<file path="src/rtl/fp_pkg.sv">
// Shared types and constants for the floating-point alignment stage and the
// downstream adder stage. The optional macro FP_ALIGN_DENORM_EN selects
// subnormal support (defined) or flush-to-zero of subnormals (undefined).
package fp_pkg;

    localparam int EXP_W  = 8;
    localparam int MAN_W  = 23;
    localparam int GRS_W  = 3;
    localparam int SIG_W  = MAN_W + 1;
    localparam int ALN_W  = SIG_W + GRS_W;
    localparam int WORD_W = 1 + EXP_W + MAN_W;

    // One operand after classification: hidden bit, effective exponent, fraction.
    typedef struct packed {
        logic             hidden;
        logic [EXP_W-1:0] exp;
        logic [MAN_W-1:0] frac;
    } operand_t;

    // Stage-1 register contents: operands ordered by magnitude, shift pending.
    typedef struct packed {
        logic              sign_l;
        logic              sign_s;
        logic              eff_sub;
        logic [EXP_W-1:0]  exp_l;
        logic [EXP_W-1:0]  shamt;
        logic [SIG_W-1:0]  sig_l;
        logic [SIG_W-1:0]  sig_s;
        logic              spl_case;
        logic [WORD_W-1:0] spl_result;
    } cmp_pair_t;

    // Aligned pair handed to the adder stage.
    typedef struct packed {
        logic              sign_l;
        logic              sign_s;
        logic              eff_sub;
        logic [EXP_W-1:0]  exp;
        logic [SIG_W-1:0]  mant_l;
        logic [ALN_W-1:0]  mant_s;
        logic              spl_case;
        logic [WORD_W-1:0] spl_result;
    } aligned_pair_t;

    // Split a single-precision word into hidden bit, effective exponent and fraction.
    function automatic operand_t classify(input logic [WORD_W-1:0] w);
        operand_t         op;
        logic [EXP_W-1:0] e;
        e         = w[WORD_W-2 -: EXP_W];
        op.hidden = |e;
        op.frac   = w[MAN_W-1:0];
`ifdef FP_ALIGN_DENORM_EN
        // Subnormals keep their fraction and sit at exponent 1.
        op.exp    = (e == '0) ? EXP_W'(1) : e;
`else
        // Subnormals are flushed to zero magnitude; the sign lives elsewhere.
        op.exp    = e;
        if (!op.hidden) begin
            op.frac = '0;
        end
`endif
        return op;
    endfunction

endpackage

</file>
<file path="src/rtl/fp_align_stage_if.sv">
// Handshake and data bundle of the alignment stage. The stage uses the slave
// modport (consumes operands, produces the aligned pair); the environment
// uses the master modport.
interface fp_align_stage_if;
    import fp_pkg::*;

    logic              in_valid;
    logic              in_ready;
    logic [WORD_W-1:0] a;
    logic [WORD_W-1:0] b;
    logic              spl_case_in;
    logic [WORD_W-1:0] spl_result_in;

    logic              out_valid;
    logic              out_ready;
    logic              out_spl_case;
    logic [WORD_W-1:0] out_spl_result;
    logic              out_sign_l;
    logic              out_sign_s;
    logic              out_eff_sub;
    logic [EXP_W-1:0]  out_exp;
    logic [SIG_W-1:0]  out_mant_l;
    logic [ALN_W-1:0]  out_mant_s;

    modport slave (
        input  in_valid, a, b, spl_case_in, spl_result_in, out_ready,
        output in_ready, out_valid, out_spl_case, out_spl_result,
               out_sign_l, out_sign_s, out_eff_sub, out_exp, out_mant_l, out_mant_s
    );

    modport master (
        output in_valid, a, b, spl_case_in, spl_result_in, out_ready,
        input  in_ready, out_valid, out_spl_case, out_spl_result,
               out_sign_l, out_sign_s, out_eff_sub, out_exp, out_mant_l, out_mant_s
    );

endinterface

</file>
<file path="src/rtl/fp_sticky_shifter.sv">
// Combinational right shift of the smaller significand with sticky collapse:
// every bit shifted past the LSB is ORed into the LSB (the S position).
// Shifts of W or more collapse the whole input into the sticky bit.
module fp_sticky_shifter
    import fp_pkg::*;
#(
    parameter int W    = ALN_W,
    parameter int SH_W = EXP_W
) (
    input  logic [W-1:0]    din,
    input  logic [SH_W-1:0] shamt,
    output logic [W-1:0]    dout
);

    logic [W-1:0] shifted;
    logic [W-1:0] lost_mask;
    logic         sticky;

    // Shift, then fold the discarded bits into the LSB.
    always_comb begin
        // NOTE: every combinational output gets a default first so no path can infer a latch.
        shifted   = '0;
        lost_mask = '0;
        sticky    = 1'b0;
        dout      = '0;
        if (shamt >= SH_W'(W)) begin
            dout = {{(W-1){1'b0}}, |din};
        end else begin
            shifted   = din >> shamt;
            lost_mask = ~({W{1'b1}} << shamt);
            sticky    = |(din & lost_mask);
            dout      = {shifted[W-1:1], shifted[0] | sticky};
        end
    end

endmodule

</file>
<file path="src/rtl/fp_align_stage.sv">
// Two-register alignment stage ahead of the FP adder. Stage 1 classifies both
// operands, compares magnitudes and swaps so the larger comes first; stage 2
// right-shifts the smaller significand by the exponent difference with sticky.
// Elastic valid/ready chain, latency 2, one pair per cycle. Subnormal handling
// is selected by the macro FP_ALIGN_DENORM_EN (see fp_pkg::classify).
module fp_align_stage #(
    parameter int EXP_W = fp_pkg::EXP_W,
    parameter int MAN_W = fp_pkg::MAN_W
) (
    input  logic           clk,
    input  logic           rst,
    fp_align_stage_if.slave io
);

    localparam int ALN_W = MAN_W + 1 + fp_pkg::GRS_W;
    localparam int WW    = fp_pkg::WORD_W;

    fp_pkg::cmp_pair_t     s1_d, s1_q;
    fp_pkg::aligned_pair_t s2_d, s2_q;
    logic                  v1_d, v1_q;
    logic                  v2_d, v2_q;
    logic                  r1, r2;

    fp_pkg::operand_t      op_a, op_b, op_l, op_s;
    logic                  a_larger;
    logic [ALN_W-1:0]      mant_s_aligned;

    // Ready chain: a stage can load when empty or when its successor takes its content.
    always_comb begin
        r2 = !v2_q || io.out_ready;
        r1 = !v1_q || r2;
    end

    assign io.in_ready  = r1 && !rst;
    assign io.out_valid = v2_q && !rst;

    // Stage 1 next state: classify, compare magnitudes (a wins ties), order the pair.
    always_comb begin
        op_a     = fp_pkg::classify(io.a);
        op_b     = fp_pkg::classify(io.b);
        a_larger = io.a[WW-2:0] >= io.b[WW-2:0];
        op_l     = a_larger ? op_a : op_b;
        op_s     = a_larger ? op_b : op_a;
        s1_d     = s1_q;
        v1_d     = v1_q;
        if (r1) begin
            v1_d = io.in_valid;
            if (io.in_valid) begin
                s1_d            = '0;
                s1_d.spl_case   = io.spl_case_in;
                s1_d.spl_result = io.spl_result_in;
                if (!io.spl_case_in) begin
                    s1_d.sign_l  = a_larger ? io.a[WW-1] : io.b[WW-1];
                    s1_d.sign_s  = a_larger ? io.b[WW-1] : io.a[WW-1];
                    s1_d.eff_sub = io.a[WW-1] ^ io.b[WW-1];
                    s1_d.exp_l   = op_l.exp;
                    s1_d.shamt   = op_l.exp - op_s.exp;
                    s1_d.sig_l   = {op_l.hidden, op_l.frac};
                    s1_d.sig_s   = {op_s.hidden, op_s.frac};
                end
            end
        end
    end

    fp_sticky_shifter #(
        .W    (ALN_W),
        .SH_W (EXP_W)
    ) u_shifter (
        .din   ({s1_q.sig_s, {fp_pkg::GRS_W{1'b0}}}),
        .shamt (s1_q.shamt),
        .dout  (mant_s_aligned)
    );

    // Stage 2 next state: capture the shifted smaller significand.
    always_comb begin
        s2_d = s2_q;
        v2_d = v2_q;
        if (r2) begin
            v2_d = v1_q;
            if (v1_q) begin
                s2_d.sign_l     = s1_q.sign_l;
                s2_d.sign_s     = s1_q.sign_s;
                s2_d.eff_sub    = s1_q.eff_sub;
                s2_d.exp        = s1_q.exp_l;
                s2_d.mant_l     = s1_q.sig_l;
                s2_d.mant_s     = mant_s_aligned;
                s2_d.spl_case   = s1_q.spl_case;
                s2_d.spl_result = s1_q.spl_result;
            end
        end
    end

    // Pipeline registers with synchronous reset.
    always_ff @(posedge clk) begin
        // NOTE: sequential state uses non-blocking assignments so all flops update together.
        if (rst) begin
            v1_q <= 1'b0;
            v2_q <= 1'b0;
            // NOTE: data registers are reset as well so the outputs read 0 after reset.
            s1_q <= '0;
            s2_q <= '0;
        end else begin
            v1_q <= v1_d;
            v2_q <= v2_d;
            s1_q <= s1_d;
            s2_q <= s2_d;
        end
    end

    assign io.out_spl_case   = s2_q.spl_case;
    assign io.out_spl_result = s2_q.spl_result;
    assign io.out_sign_l     = s2_q.sign_l;
    assign io.out_sign_s     = s2_q.sign_s;
    assign io.out_eff_sub    = s2_q.eff_sub;
    assign io.out_exp        = s2_q.exp;
    assign io.out_mant_l     = s2_q.mant_l;
    assign io.out_mant_s     = s2_q.mant_s;

endmodule

</file>
<file path="src/flat_wrapper.sv">
// flat-port wrapper written by rule: the top's interface ports become plain ports
module fp_align_stage_flat 
#(
    parameter int EXP_W = fp_pkg::EXP_W,
    parameter int MAN_W = fp_pkg::MAN_W
)
  (clk, rst, io_in_valid, io_a, io_b, io_spl_case_in, io_spl_result_in, io_out_ready, io_in_ready, io_out_valid, io_out_spl_case, io_out_spl_result, io_out_sign_l, io_out_sign_s, io_out_eff_sub, io_out_exp, io_out_mant_l, io_out_mant_s);
  fp_align_stage_if io_i ();
  input  logic clk;
  input  logic rst;
  input wire logic [$bits(io_i.in_valid)-1:0] io_in_valid;
  input wire logic [$bits(io_i.a)-1:0] io_a;
  input wire logic [$bits(io_i.b)-1:0] io_b;
  input wire logic [$bits(io_i.spl_case_in)-1:0] io_spl_case_in;
  input wire logic [$bits(io_i.spl_result_in)-1:0] io_spl_result_in;
  input wire logic [$bits(io_i.out_ready)-1:0] io_out_ready;
  output wire logic [$bits(io_i.in_ready)-1:0] io_in_ready;
  output wire logic [$bits(io_i.out_valid)-1:0] io_out_valid;
  output wire logic [$bits(io_i.out_spl_case)-1:0] io_out_spl_case;
  output wire logic [$bits(io_i.out_spl_result)-1:0] io_out_spl_result;
  output wire logic [$bits(io_i.out_sign_l)-1:0] io_out_sign_l;
  output wire logic [$bits(io_i.out_sign_s)-1:0] io_out_sign_s;
  output wire logic [$bits(io_i.out_eff_sub)-1:0] io_out_eff_sub;
  output wire logic [$bits(io_i.out_exp)-1:0] io_out_exp;
  output wire logic [$bits(io_i.out_mant_l)-1:0] io_out_mant_l;
  output wire logic [$bits(io_i.out_mant_s)-1:0] io_out_mant_s;
  assign io_i.in_valid = io_in_valid;
  assign io_i.a = io_a;
  assign io_i.b = io_b;
  assign io_i.spl_case_in = io_spl_case_in;
  assign io_i.spl_result_in = io_spl_result_in;
  assign io_i.out_ready = io_out_ready;
  assign io_in_ready = io_i.in_ready;
  assign io_out_valid = io_i.out_valid;
  assign io_out_spl_case = io_i.out_spl_case;
  assign io_out_spl_result = io_i.out_spl_result;
  assign io_out_sign_l = io_i.out_sign_l;
  assign io_out_sign_s = io_i.out_sign_s;
  assign io_out_eff_sub = io_i.out_eff_sub;
  assign io_out_exp = io_i.out_exp;
  assign io_out_mant_l = io_i.out_mant_l;
  assign io_out_mant_s = io_i.out_mant_s;
  fp_align_stage #(.EXP_W(EXP_W), .MAN_W(MAN_W)) u_core (.clk(clk), .rst(rst), .io(io_i));
endmodule
</file>
<file path="config.mk">
export PLATFORM = sky130hd
export DESIGN_NAME = fp_align_stage_flat
export DESIGN_NICKNAME = d
export VERILOG_FILES = /design/src/rtl/fp_pkg.sv /design/src/rtl/fp_align_stage_if.sv /design/src/rtl/fp_sticky_shifter.sv /design/src/rtl/fp_align_stage.sv /design/src/flat_wrapper.sv
export SDC_FILE = /design/constraint.sdc
export NUM_CORES = 1
export LEC_CHECK = 0
export CAP_MARGIN = 20
export CORE_ASPECT_RATIO = 1.75
export CORE_UTILIZATION = 48
export DETAILED_ROUTE_END_ITERATION = 6
export HOLD_SLACK_MARGIN = 0.03
export PLACE_DENSITY = 0.72
export SYNTH_ARGS = -nofsm -noshare
export SYNTH_HDL_FRONTEND = slang
export SYNTH_SLANG_ARGS = --single-unit
</file>
<file path="constraint.sdc">
create_clock -name clk -period 4.2 [get_ports clk]
set_input_delay 0.84 -clock clk [delete_from_list [all_inputs] [get_ports clk]]
set_output_delay 0.84 -clock clk [all_outputs]
set_load 0.02 [all_outputs]
</file>
; ---- Yosys cells after proc, flatten, opt, wreduce, memory -nomap -nowiden
; Cells that the tools add are included.
[op_classes]
n_addsub = 1
n_lt_le_gt_ge = 2
n_shift = 2
muxes = 8
n_bitwise = 4
n_reduce_logical = 13
[ops]
columns = op, n
row1 = $mux 67, 1
row2 = $mux 32, 2
row3 = $mux 23, 2
row4 = $ge 31x31->1, 1
row5 = $and 27x27->27, 1
row6 = $mux 27, 1
row7 = $not 27->27, 1
row8 = $reduce_or 27->1, 1
row9 = $shl 27x8->27 const A, 1
row10 = $shr 27x8->27, 1
row11 = $reduce_or 24->1, 1
row12 = $reduce_or 8->1, 2
row13 = $ge 8x5->1 const B, 1
row14 = $sub 8x8->8, 1
row15 = $reduce_and 2->1, 2
row16 = $logic_not 1->1, 3
row17 = $logic_and 1x1->1, 2
row18 = $logic_or 1x1->1, 2
row19 = $mux 1, 2
row20 = $or 1x1->1, 1
row21 = $xor 1x1->1, 1
[totals]
register_bits = 197
inputBits = 101
out_inout_bits = 97
wordCells = 49

; ---- Logic depth before layout (Yosys ltp)
[depth]
word_depth = 6
ltp_mapped = 16
mapped_depth_nobuf = 14

; ---- Modules after synthesis
; Synthesis repeated with hierarchy kept, for this count alone.
[unflattened]
cells_unflattened = 1344
area_unflattened_um2 = 10427.5
[modules_own_cells]
columns = mod, instances, cells_each, area_per_inst_um2, seq_area_each_um2
row1 = fp_align_stage, 1, 1064, 8552.0, 3943.8
row2 = fp_sticky_shifter, 1, 280, 1875.5, 0.0

; ---- Least setup slack after synthesis
; No wires, ideal clock.
[synth_path]
kind = input -> register
start = input port io_b[25]
end = register u_core.s1_q[87] (netlist bit)
setup_time_ps = 117
t_arrival_ps = 3768
required_ps = 4083
slack_ps = 315
cell_stages = 14
n_path_buf = 1
path_cell_list = inv_1 ha_1 and2_4 a221oi_2 a2bb2oi_2 nand3_1 nor2_1 clkbuf_1 a21oi_1 ha_1 o31ai_2 a31oi_1 or3_1 a32o_1
[synth_between]
elab_chain_len = 4
elab_cells_between_ends = 5
classes_between = add/sub (1) / order compare (1) / mux (3)
[synth_rtl]
columns = item, line_no
row1 = "start, declared", flat_wrapper.sv:13  ; input wire logic [$bits(io_i.b)-1:0] io_b;
row2 = $ge 31x31->1, fp_align_stage.sv:41  ; a_larger = io.a[WW-2:0] >= io.b[WW-2:0];
row3 = "$mux 32, on equally long branches", "fp_align_stage.sv:42, fp_align_stage.sv:43"
row4 = $sub 8x8->8 (*), fp_align_stage.sv:57  ; s1_d.shamt = op_l.exp - op_s.exp;
row5 = $mux 67 (*), fp_align_stage.sv:52  ; if (!io.spl_case_in) begin
row6 = "end signal, assigned", fp_align_stage.sv:100  ; s1_q <= '0;
row7 = "end signal, assigned", fp_align_stage.sv:105  ; s1_q <= s1_d;
row8 = "end, declared", fp_align_stage.sv:18  ; fp_pkg::cmp_pair_t s1_d, s1_q;
; Mark *: on every way between the ends. The rest lies on a longest branch, timed or not.
; A chain may end at the register's enable or synchronous reset.

; ---- Final worst setup path
[layout_path]
start = input port io_b[29]
end = register u_core.s1_q[87] (netlist bit)
; Same word-level chain as after synthesis.

==> flow_metrics.env <==
export IMPL_drt_vias_per_instance=5.79
export IMPL_synth_cell_type_count=71
export IMPL_finalHoldViolCount=0
export IMPL_wl_met3_mm=1.41
export IMPL_cts_root_buffer="clkbuf_16"
export IMPL_critPathMaxFanout=4
export IMPL_initial_core_util_pct=48.9
export IMPL_antenna_left=0
export IMPL_tns_ns=0
export IMPL_drtIter0Drc=724
export IMPL_htreeDepth=4
export IMPL_first_pass_iters=7
export IMPL_die_w_um=112
export IMPL_vias=10100
export IMPL_fmax_mhz=269
export IMPL_synth_async_sr_flop_share_pct=0
export IMPL_wl_met1_mm=12.0
export IMPL_critPathArrivalTime_ns=4.05
export IMPL_post_place_ws_ns=0.0522
export IMPL_maxCapViolCount=0
export IMPL_final_layout_size_suffix_gt1_share_pct=7.89
export IMPL_dr_max_layer_used="met4"
export IMPL_grt_max_degree=101
export IMPL_synthCells=1334
export IMPL_area_growth_pct=27.7
export IMPL_violations="DRC"
export IMPL_leakage_nw=4.85
export IMPL_synth_nets=1467
export IMPL_diodes=0
export IMPL_num_rows=70
export IMPL_port_buffers=197
export IMPL_grt_pass1_wl_mm=48.9
export IMPL_design_core_area_um2=20800
export IMPL_ys_seq_elements=197
export IMPL_maxSlewHeadroom_pct=32.1
export IMPL_cp_common_cell="ha_1"
export IMPL_ir_drop_mv=0.223
export IMPL_setup_viol=0
export IMPL_netlist_area_leader_share_pct=38.7
export IMPL_yosys_warnings=0
export IMPL_hpwl_mm=22.0
export IMPL_fin_crit_ns=3.71
export IMPL_worst_pin_slew_ns=1.02
export IMPL_critical_path_slowest_cell="clkdlybuf4s50_1"
export IMPL_wl_met2_mm=16.2
export IMPL_ios=198
export IMPL_postCtsSetupRepairBufs=0
export IMPL_fill_cells=1918
export IMPL_mostFrequentLayoutCell="nand2_1"
export IMPL_startpoint_type="input port"
export IMPL_yosys_area_top_type="dfxtp_1"
export IMPL_fin_area_um2=13000
export IMPL_finalMaxSlewViolations=0
export IMPL_drt_wl_total_mm=30.9
export IMPL_antenna_found_initial=0
export IMPL_die_area_um2=21800
export IMPL_hp_class="register to register"
export IMPL_finish_utilization_pct=62.4
export IMPL_crit_chain="clkdlybuf4s50_1 -> inv_1 -> ha_1 -> nand4_2 -> nor4_2 -> o31ai_1 -> nand3_1 -> nor2_2 -> nor2_1 -> a21oi_1 -> ha_1 -> o31ai_2 -> a31oi_1 -> or3_1 -> a32o_1"
export IMPL_post_dp_cell_area_um2=12400
export IMPL_max_stage_delay_ns=0.51
export IMPL_numCtsBuffers=17
export IMPL_cts_resized=0
export IMPL_finClkSkew_ns=0.0116
export IMPL_worstSetupEndpointType="register"
export IMPL_outcome="finished, violations left"
export IMPL_clk_pin_slew_ns=0.07
export IMPL_crit_required_ns=4.54
export IMPL_p_per_area_nw_per_um2=340
export IMPL_rsz0062_at_grt="no"
export IMPL_synth_edff_count=0
export IMPL_grt_pass1_vias=9532
export IMPL_final_cell_mix="nand2_1 (280), clkdlybuf4s50_1 (196), dfxtp_1 (196), a21oi_1 (139), nor2_1 (127)"
export IMPL_path_class="input port to register"
export IMPL_ctsHoldBuffers=0
export IMPL_synthFlopType="dfxtp_1"
export IMPL_syn_avg_cell_area_um2=7.64
export IMPL_post_route_period_util_pct=88.4
export IMPL_cts_tree="done"
export IMPL_finalWeightedCongestion=0.924
export IMPL_numClockSinks=197
export IMPL_grt_use_total_pct=28.3
export IMPL_clock_latency_ns=0.44
export IMPL_drc=14
export IMPL_cts_buffer_depth=2
export IMPL_setup_ws_ns=0.487
export IMPL_final_net_count=1616
export IMPL_die_h_um=195
export IMPL_synthTopCellsByArea="dfxtp_1 (39%), nand2_1 (10%), a21oi_1 (6.8%)"
export IMPL_gr_total_overflow=0
export IMPL_syn_cell_area_um2=10200
export IMPL_routedWlPerCell_um=17.7
export IMPL_ys_seq_area_share_pct=38.7
cell type report:
class	count	area (um2)	area share [%]
clock buffers	18	429	3.30
clock inverters	14	118	0.904
inverters	35	131	1.01
multi-input cells	996	5730	44.1
flip-flops and latches	197	3950	30.3
well taps	252	315	2.42
repair buffers	236	2340	18.0
state kept, by name (all words and copies together), names as in the netlist, 8 cells and up:
signal,cells
u_core.s1_q,100
u_core.io.out_exp,8
u_core.io.out_mant_s,27
u_core.io.out_mant_l,24
u_core.io.out_spl_result,32
cell usage after synthesis (3+ instances only):
cell type / number
a211oi_1: 4
a21o_1: 5
o22ai_1: 9
buf_1: 5
a21oi_1: 139
a31oi_1: 11
a222oi_1: 3
dfxtp_1: 197
and2_1: 3
nand4_1: 9
nor2b_1: 9
or2_2: 4
a22oi_1: 81
mux2i_1: 9
inv_1: 34
ha_1: 32
nand2_1: 281
nor4_1: 11
nor2_1: 129
and3_1: 4
a22o_1: 3
nand2b_1: 8
mux4_2: 20
buf_2: 11
clkbuf_1: 90
nor3_1: 13
o31ai_1: 5
nand3_1: 61
mux2_2: 4
or3_1: 5
o21ai_0: 84
nand3b_1: 4
o211ai_1: 3
layer usage:
metal,GRT usage (%),vias up
met5,0,-
met4,15.0,0
met3,4.58,73
met2,51.2,314
met1,31.4,4743
li1,-,4999
cell families after synthesis:
family	share of synthesized area (%)
AND/OR/NAND/NOR	23.1
AO/OA/AOI/OAI	22.8
flip-flops	38.7
buffers and inverters	5.33
multiplexers	5.75
adder cells (fa/ha/maj)	4.03
XOR/XNOR	0.344
where the power goes:
group | internal (W) | total [W] | switching (W) | leakage [nW]
logic | 0.000377 | 0.000889 | 0.000512 | 2.98
registers | 0.00194 | 0.00201 | 0.0000705 | 1.60
clock network | 0.000775 | 0.00153 | 0.000752 | 0.268
total | 0.00309 | 0.00442 | 0.00133 | 4.85
path summary, 6_finish.rpt:
| path | startpoint | to | cells past startpoint | slack, ns |
|---|---|---|---|---|
| max reg2reg | u_core.s1_q[81]$_SDFFE_PP0P_ | u_core.io.out_mant_s[0]$_SDFFE_PP0P_ | 8 | 1.24 |
| max | io_b[29] | u_core.s1_q[87]$_SDFFE_PP0P_ | 15 | 0.49 |
| min | u_core.s1_q[3]$_SDFFE_PP0P_ | u_core.io.out_spl_result[3]$_SDFFE_PP0P_ | 2 | 0.45 |
| min reg2reg | u_core.s1_q[3]$_SDFFE_PP0P_ | u_core.io.out_spl_result[3]$_SDFFE_PP0P_ | 2 | 0.45 |
worst max-delay path, delay by kind of cell:
family	cells	cell delay [ns]
buffers and inverters	2	0.58
and+or+nand+nor	6	1.21
adders and majority gates	2	0.57
AOI/OAI and AO/OA	5	0.84
per-stage QoR:
| stage | total power [W] | cells | hold slack, ns |
|---|---|---|---|
| floorplan | 0.00257 | 1334 | 0.432 |
| global placement | 0.00292 | 1715 | 0.435 |
| finish | 0.00442 | 1748 | 0.445 |
| detailed placement | 0.00293 | 1715 | 0.444 |
| CTS | 0.00445 | 1747 | 0.448 |
| global route | 0.00463 | 1748 | 0.468 |
No activity file was read; power rests on OpenSTA's default activity.
